$ cat config.mk
export PLATFORM = sky130hd
export DESIGN_NAME = cfg_loader
export DESIGN_NICKNAME = d
export VERILOG_FILES = /design/src/rtl/cfg_loader.sv
export SDC_FILE = /design/constraint.sdc
export NUM_CORES = 1
export LEC_CHECK = 0
export CORE_UTILIZATION = 45
export CTS_CLUSTER_SIZE = 25
export DETAILED_ROUTE_END_ITERATION = 10
export PLACE_DENSITY_LB_ADDON = 0.15
export SETUP_SLACK_MARGIN = 0.05
export SYNTH_ARGS = -nofsm -noshare
export SYNTH_HDL_FRONTEND = slang
export SYNTH_SLANG_ARGS = --single-unit
$ cat constraint.sdc
create_clock -name clk -period 4.15 [get_ports clk]
set_input_delay 0.6225 -clock clk [delete_from_list [all_inputs] [get_ports clk]]
set_output_delay 0.6225 -clock clk [all_outputs]
set_load 0.1 [all_outputs]
$ cat src/rtl/cfg_loader.sv
`timescale 1ns/1ps
// cfg_loader
// Receives a serial configuration bitstream, hunts for the sync byte,
// checks the block count, shifts the payload into a shadow register and
// commits it to the flat cfg bus only when the received CRC-8 matches.
//
// Ports:
//   clk        system clock, all state updates on the rising edge
//   rst        synchronous active-high reset
//   bit_in     serial bitstream data
//   bit_valid  bit_in is valid this cycle
//   bit_ready  loader accepts a bit this cycle (low only in CHECK)
//   cfg_out    committed config, block k at [k*CFG_SIZE +: CFG_SIZE]
//   cfg_valid  high once any frame has been committed since reset
//   busy       high while a frame is in progress (COUNT..CHECK)
//   done       one-cycle pulse on a successful commit
//   err        one-cycle pulse on a rejected frame
//   err_code   01 = count mismatch, 10 = CRC mismatch; held until next err/rst
module cfg_loader #(
    parameter int         NUM_BLOCKS = 2,
    parameter int         CFG_SIZE   = 18,
    parameter logic [7:0] SYNC       = 8'hA5
) (
    input  logic                           clk,
    input  logic                           rst,
    input  logic                           bit_in,
    input  logic                           bit_valid,
    output logic                           bit_ready,
    output logic [NUM_BLOCKS*CFG_SIZE-1:0] cfg_out,
    output logic                           cfg_valid,
    output logic                           busy,
    output logic                           done,
    output logic                           err,
    output logic [1:0]                     err_code
);

    localparam int TOTAL = NUM_BLOCKS * CFG_SIZE;
    localparam int PW    = $clog2(TOTAL + 1);

    typedef enum logic [2:0] {
        HUNT,
        COUNT,
        PAYLOAD,
        CRC,
        CHECK
    } state_t;

    state_t            state;
    logic [7:0]        window;
    logic [7:0]        field_sr;
    logic [7:0]        crc;
    logic [2:0]        field_cnt;
    logic [PW-1:0]     pay_cnt;
    logic [TOTAL-1:0]  shadow;
    logic [TOTAL-1:0]  shadow_blocks;

    logic              accept;
    logic [7:0]        window_next;
    logic [7:0]        field_next;
    logic [7:0]        crc_next;

    assign bit_ready   = (state != CHECK);
    assign busy        = (state != HUNT);
    assign accept      = bit_valid && bit_ready;
    assign window_next = {window[6:0], bit_in};
    assign field_next  = {field_sr[6:0], bit_in};
    // Serial CRC-8, poly 0x07, MSB-first feedback.
    assign crc_next    = {crc[6:0], 1'b0} ^ ((crc[7] ^ bit_in) ? 8'h07 : 8'h00);

    // The shadow fills from its top bit down, so the first block on the wire
    // lands in the highest slice. Block 0 is sent first but belongs at the
    // bottom of cfg_out, so the slices are reversed on the way to the bus.
    always_comb begin
        shadow_blocks = '0;
        for (int k = 0; k < NUM_BLOCKS; k++) begin
            shadow_blocks[k*CFG_SIZE +: CFG_SIZE] =
                shadow[(NUM_BLOCKS-1-k)*CFG_SIZE +: CFG_SIZE];
        end
    end

    // Frame state machine. done/err are pulses, so they default low each
    // cycle; counters are cleared on every state entry.
    always_ff @(posedge clk) begin
        if (rst) begin
            state     <= HUNT;
            window    <= '0;
            field_sr  <= '0;
            crc       <= '0;
            field_cnt <= '0;
            pay_cnt   <= '0;
            shadow    <= '0;
            cfg_out   <= '0;
            cfg_valid <= 1'b0;
            done      <= 1'b0;
            err       <= 1'b0;
            err_code  <= 2'b00;
        end else begin
            done <= 1'b0;
            err  <= 1'b0;
            case (state)
                HUNT: begin
                    if (accept) begin
                        window <= window_next;
                        if (window_next == SYNC) begin
                            state     <= COUNT;
                            field_cnt <= '0;
                        end
                    end
                end
                COUNT: begin
                    if (accept) begin
                        field_sr  <= field_next;
                        field_cnt <= field_cnt + 3'd1;
                        if (field_cnt == 3'd7) begin
                            field_cnt <= '0;
                            if (field_next == 8'(NUM_BLOCKS)) begin
                                state   <= PAYLOAD;
                                crc     <= '0;
                                pay_cnt <= '0;
                            end else begin
                                state    <= HUNT;
                                window   <= '0;
                                err      <= 1'b1;
                                err_code <= 2'b01;
                            end
                        end
                    end
                end
                PAYLOAD: begin
                    if (accept) begin
                        shadow  <= (shadow << 1) | TOTAL'(bit_in);
                        crc     <= crc_next;
                        pay_cnt <= pay_cnt + 1'b1;
                        if (pay_cnt == PW'(TOTAL - 1)) begin
                            state     <= CRC;
                            field_cnt <= '0;
                            pay_cnt   <= '0;
                        end
                    end
                end
                CRC: begin
                    if (accept) begin
                        field_sr  <= field_next;
                        field_cnt <= field_cnt + 3'd1;
                        if (field_cnt == 3'd7) begin
                            state     <= CHECK;
                            field_cnt <= '0;
                        end
                    end
                end
                CHECK: begin
                    // field_sr holds the received CRC byte here.
                    if (field_sr == crc) begin
                        cfg_out   <= shadow_blocks;
                        cfg_valid <= 1'b1;
                        done      <= 1'b1;
                    end else begin
                        err      <= 1'b1;
                        err_code <= 2'b10;
                    end
                    state     <= HUNT;
                    window    <= '0;
                    field_cnt <= '0;
                    pay_cnt   <= '0;
                end
                default: begin
                    state  <= HUNT;
                    window <= '0;
                end
            endcase
        end
    end

endmodule

# Word-level counts from Yosys, hierarchy flattened
# Cells that the tools add are included.
[classes] addsub=2 eq_ne=22 n_mux=45 bitwise=5 n_reduce_logical=19
[ops] cell="3-bit 2-to-1 mux" count=15
[ops] cell="36-bit by 1-bit bitwise OR with 36-bit output" count=1
[ops] cell="8-bit 2-to-1 mux" count=4
[ops] cell="6-bit 2-to-1 mux" count=5
[ops] cell="7-bit 2-to-1 mux" count=4
[ops] cell="3-bit case mux with 4 select lines" count=2
[ops] cell="2-bit != test (second input constant)" count=11
[ops] cell="7-bit case mux with 3 select lines" count=1
[ops] cell="5-bit AND reduction" count=4
[ops] cell="6-bit case mux with 3 select lines" count=1
[ops] cell="8-bit case mux with 2 select lines" count=1
[ops] cell="2-bit 2-to-1 mux" count=5
[ops] cell="8-bit by 2-bit == test with 1-bit output (second input constant)" count=1
[ops] cell="8-bit == test" count=1
[ops] cell="8-bit == test (second input constant)" count=1
[ops] cell="8-bit AND reduction" count=1
[ops] cell="8-bit by 3-bit XOR with 8-bit output" count=1
[ops] cell="6-bit by 1-bit adder with 6-bit output (second input constant)" count=1
[ops] cell="3-bit by 2-bit == test with 1-bit output (second input constant)" count=2
[ops] cell="3-bit == test (second input constant)" count=2
[ops] cell="6-bit == test (second input constant)" count=1
[ops] cell="2-bit AND reduction" count=3
[ops] cell="6-bit AND reduction" count=1
[ops] cell="3-bit nonzero test" count=2
[ops] cell="other kinds (14)" count=22
[word_totals] register_bits=112 in_bits=4 output_inout_bits=43 word_cells=105

# Logic depth before layout (Yosys ltp)
[depth] word_depth=5 depth_mapped=7 depth_no_buf=6

# Worst setup path before layout
# No wires, ideal clock.
[synth_path] path_type="register -> register" startpoint="reg state[2]" endpoint="reg cfg_out[0]" setup_ps=119 t_arrival_ps=2018 required_time_ps=4031 setup_slack_ps=2013 stages_incl_launch_ff=7 period_less_slack_ps=2137 path_cell_list="dfxtp_1 nor3b_2 inv_1 o31a_1 clkbuf_1 clkbuf_1 a22o_1"
[synth_between] elab_chain_len=2
[synth_rtl] element="from (decl)" line_no="48" rtl="state_t state;"
[synth_rtl] element="from (signal assigned)" line_no="85" rtl="state <= HUNT;"
[synth_rtl] element="from (signal assigned)" line_no="105" rtl="state <= COUNT;"
[synth_rtl] element="from (signal assigned)" line_no="117" rtl="state <= PAYLOAD;"
[synth_rtl] element="3-bit == test" line_no="100" rtl="case (state)"
[synth_rtl] element="2-bit AND reduction (no source line)"
[synth_rtl] element="to (signal assigned)" line_no="154" rtl="cfg_out <= shadow_blocks;"
[synth_rtl] element="to (decl)" line_no="29" rtl="output logic [NUM_BLOCKS*CFG_SIZE-1:0] cfg_out,"
# No other way between the ends.
# A chain may end at the register's enable or synchronous reset.

# Worst setup path in the final report
[layout_path] startpoint="reg state[2]" endpoint="out bit_ready"
[layout_between] elab_chain_len=1
[layout_rtl] element="3-bit != test" line_no="62" rtl="assign bit_ready = (state != CHECK);"
[layout_rtl] element="to (decl)" line_no="28" rtl="output logic bit_ready,"
# No other way between the ends.

==> summary by stage <==
Pwr
The standby leakage power is ~0.0017 uW. Across the VDD grid, the largest voltage drop is 199 uV. The power density normalized to cell area is roughly 360 nW/um2.

Floorplan
During I/O placement, the number of pins put on the boundary was between 40 and 50. The row count is 34. The floorplan step defined a die boundary enclosing between 9000 and 10000 um2.

The overall die width is about 98 um. The die span in y is 98.3 um. The initial core utilization is 0.471. The core footprint is roughly 9000 um2.

Drt
The final routed wirelength across all metal layers is just under 9000 um. After detailed routing, the number of vias per cell comes to roughly 5.6. In the final routed layout, each cell accounts on average for about 15 um. The post-route antenna net violation count is 0.

The DRC marker count from the first detailed-route iteration is between 200 and 250. Summing over every cut layer, the via total after detailed routing is roughly 3200. The first detailed-routing pass took 10 iterations. The residual DRC count is 1.

Timing
The aggregate negative setup slack is 0 ps. Setup repair after global routing left no endpoint under its margin. The final hold violation count was 0. The count of final setup violators is 0.

The setup clock skew after layout is around 16 ps. At the pin with the least slew margin, the transition time is around 1000 ps. The clock period minus final worst setup slack is roughly 3100 ps. Of the available clock period, the critical path in the final layout requires 0.742. Timing would allow up to 325 MHz.

The worst slew margin relative to its limit is 0.328. The total count of max-transition violations in the final report is 0.

Yosys
The count of flip-flops with a built-in enable after synthesis is 0. By count the netlist is led by sky130_fd_sc_hd__dfxtp_1, sky130_fd_sc_hd__nand2_1, sky130_fd_sc_hd__a21oi_1. After synthesis, the cell types taking the most area are sky130_fd_sc_hd__dfxtp_1, sky130_fd_sc_hd__a22o_1, sky130_fd_sc_hd__nand2_1, sky130_fd_sc_hd__a21oi_1, sky130_fd_sc_hd__clkbuf_1. Summing every instance area after synthesis gives 4170 um2. After synthesis, the netlist uses between 40 and 50 different library cells.

The average size of a mapped cell is approximately 9.4 um2. The share of synthesized area in the top cell type comes to 0.537. The Yosys warning count is 0. In this run, synthesis produced a sequential element count of 112. The dominant cell type by area after synthesis is sky130_fd_sc_hd__dfxtp_1. The main flop type after synthesis is sky130_fd_sc_hd__dfxtp_1. The synthesized instance count is roughly 440. Yosys instantiated no cell more often than sky130_fd_sc_hd__dfxtp_1. For this run, the register share of the synthesized area comes to 0.537. Of all flip-flops after synthesis, the portion carrying an async set or reset was 0. The number of nets handed over by synthesis was roughly 450.

Clock tree
TritonCTS built the clock tree. After clock tree synthesis, the repair step resized 0 gates. The longest clock path from root to sink contains 2 buffers.

The clock network latency to the later pin of the worst-skew pair is between 300 and 400 ps. The post-CTS clock slew at the launch and capture registers of the worst setup and hold paths is about 100 ps. The total clock buffers created by CTS is 9. The clock net sink count is between 100 and 150.

The cell chosen for the clock root is sky130_fd_sc_hd__clkbuf_8. Post-CTS timing repair inserted 0 buffers for setup. The quantity of hold-fixing buffers added after cts is 0. The number of levels in the clock H-tree is 3.

GRT
The met3 track demand over resource in global routing is 0.0487. The global routing met1 resource utilization is 0.255. The number of global-route vias before repair is around 3000. The initial antenna violation count was 0.

The pin count of the biggest net entering global routing is 72. The global-route usage over all layers is 0.187. The first-pass GRT wire length is 14500 um. The remaining global-route overflow is 0.

The fraction of met2 tracks used by global routing is 0.284. After global routing, the most crowded layer is met2.

Run status
The checks that failed: design-rule violations. The flow ran to the end, but the final reports show violations.

Setup path
For the worst setup path, the data required time is ~3500 ps. The worst setup path is launched from a flop. On the critical path, the stage with the largest delay is an instance of sky130_fd_sc_hd__clkdlybuf4s50_1. The critical path goes through nor3b_2 > inv_1 > clkdlybuf4s50_1. Of all nets on the critical path, the largest fanout is 15.

The highest cell delay on the worst timing path is 1000 ps. Across all register-to-register paths, the minimum setup slack is between 1500 and 2000 ps. Data arrives at the worst endpoint at about 2500 ps. The worst reg-to-reg path cell count is 5. The critical path starts at state[2]$_SDFFE_PP0P_. The startpoint identified for the worst register-to-register timing path is state[2]$_SDFFE_PP0P_.

In this run the critical register-to-register path is captured at cfg_out[24]$_SDFFE_PP0P_. STA classifies the critical path endpoint as a primary output. The classification of the worst setup path is flop to primary output.

Final layout
For this run, the post-layout net count is 479. Of the cells placed in the final design, the portion with a size suffix greater than 1 is 0.0608. Measured on the finished design, the core utilization comes to 0.550. The number of fill cells in the layout is ~800. The number of antenna diodes is 0.

The layout-stage area growth over the synthesis result is 16.6%.

Placed design
The congestion estimate from routability-driven global placement came to just under 0.9. Buffers placed on the I/O ports in this run total 46. After legalization and detailed placement, the total HPWL measured approximately 5400 um.

Worst hold path
In this run the most critical hold path is launched from shadow[35]$_SDFFE_PP0P_. The worst hold path belongs to the class flop to flop. The cell depth of the worst min-delay path is 2.

The hold path endpoint is shadow[35]$_SDFFE_PP0P_.

Run
The number of max-cap violations is 0.
## through the flow
step / cells / hold WS (ps) / setup slack [ps] / instance area [um2] / total power [uW]
floorplan: 442 / 437 / 2010 / 4170 / 1130
global placement: 569 / 434 / 1360 / 4670 / 1140
detailed placement: 569 / 444 / 1290 / 4670 / 1140
CTS: 585 / 469 / 1070 / 4870 / 1770
global route: 585 / 495 / 893 / 4870 / 1830
finish: 585 / 469 / 1070 / 4870 / 1750
## layout by cell type, fill, tap and decap left out, drive strengths merged, types with 5 or more instances in the layout
master,netlist,routed
nor2,22,22
mux2i,8,8
clkdlybuf4s50,0,45
nand2,75,75
a32oi,7,7
clkbuf,26,10
nand3,16,16
a22o,43,43
dfxtp,112,112
buf,6,6
nand4,5,5
xnor2,11,11
inv,8,10
a21oi,49,49
## how the worst max path moves through the flow
| stage | end | slack, ps | cells past startpoint |
|---|---|---|---|
| 2_1_floorplan | cfg_out[0]$_SDFFE_PP0P_ | 2010 | 6 |
| 3_3_place_gp | crc[5]$_SDFFE_PP0P_ | 1360 | 5 |
| 3_5_place_dp | crc[5]$_SDFFE_PP0P_ | 1290 | 5 |
| 4_1_cts | bit_ready | 1070 | 3 |
| 5_1_grt | bit_ready | 890 | 3 |
| 6_report | bit_ready | 1070 | 3 |
## power breakdown
part | internal [uW] | leakage [uW] | switching (uW) | total [uW]
combinational | 7.89 | 0.000727 | 26.9 | 34.8
clock | 282 | 0.0000971 | 361 | 643
sequential | 1080 | 0.000902 | 1.12 | 1080
## critical path: cells and delay by family, from the launching register on
family | cells | cell delay [ps]
flops | 1 | 580
buf+inv | 2 | 1160
simple gates | 1 | 350
## routing by layer
metal / routed length (um) / vias up
met1: 4260 / 1502
li1: - / 1642
met4: 161 / 0
met3: 433 / 14
met2: 3790 / 89
met5: 0 / -
## sequential cells by signal, indices dropped and copies added (netlist names)
signal and flops:
cfg_out 36, shadow 36, crc 8, field_sr 8, window 7, pay_cnt 6, field_cnt 3, state 3
err_code 2, cfg_valid 1, done 1, err 1
## cell families (layout without fill, tap and decap cells)
| logic type | Yosys count | after routing | share of synthesized area |
|---|---|---|---|
| buf+inv | 40 | 75 | 0.0390 |
| compound gates | 124 | 124 | 0.210 |
| mux | 8 | 8 | 0.0192 |
| flops | 112 | 112 | 0.537 |
| simple gates | 144 | 144 | 0.162 |
| fa+ha+maj | 3 | 3 | 0.00900 |
| xor+xnor | 11 | 11 | 0.0231 |
## cell type report
class                      count  area (um2)  area share
multi-input combinational    290        1770       0.364
timing repair buffer          51         493       0.101
clock buffer                  10         128      0.0262
clock inverter                 6        65.1      0.0134
tap                          108         135      0.0278
inverter                       8        30.0     0.00617
sequential                   112        2240       0.461
Power figures use the tool's default switching activity.
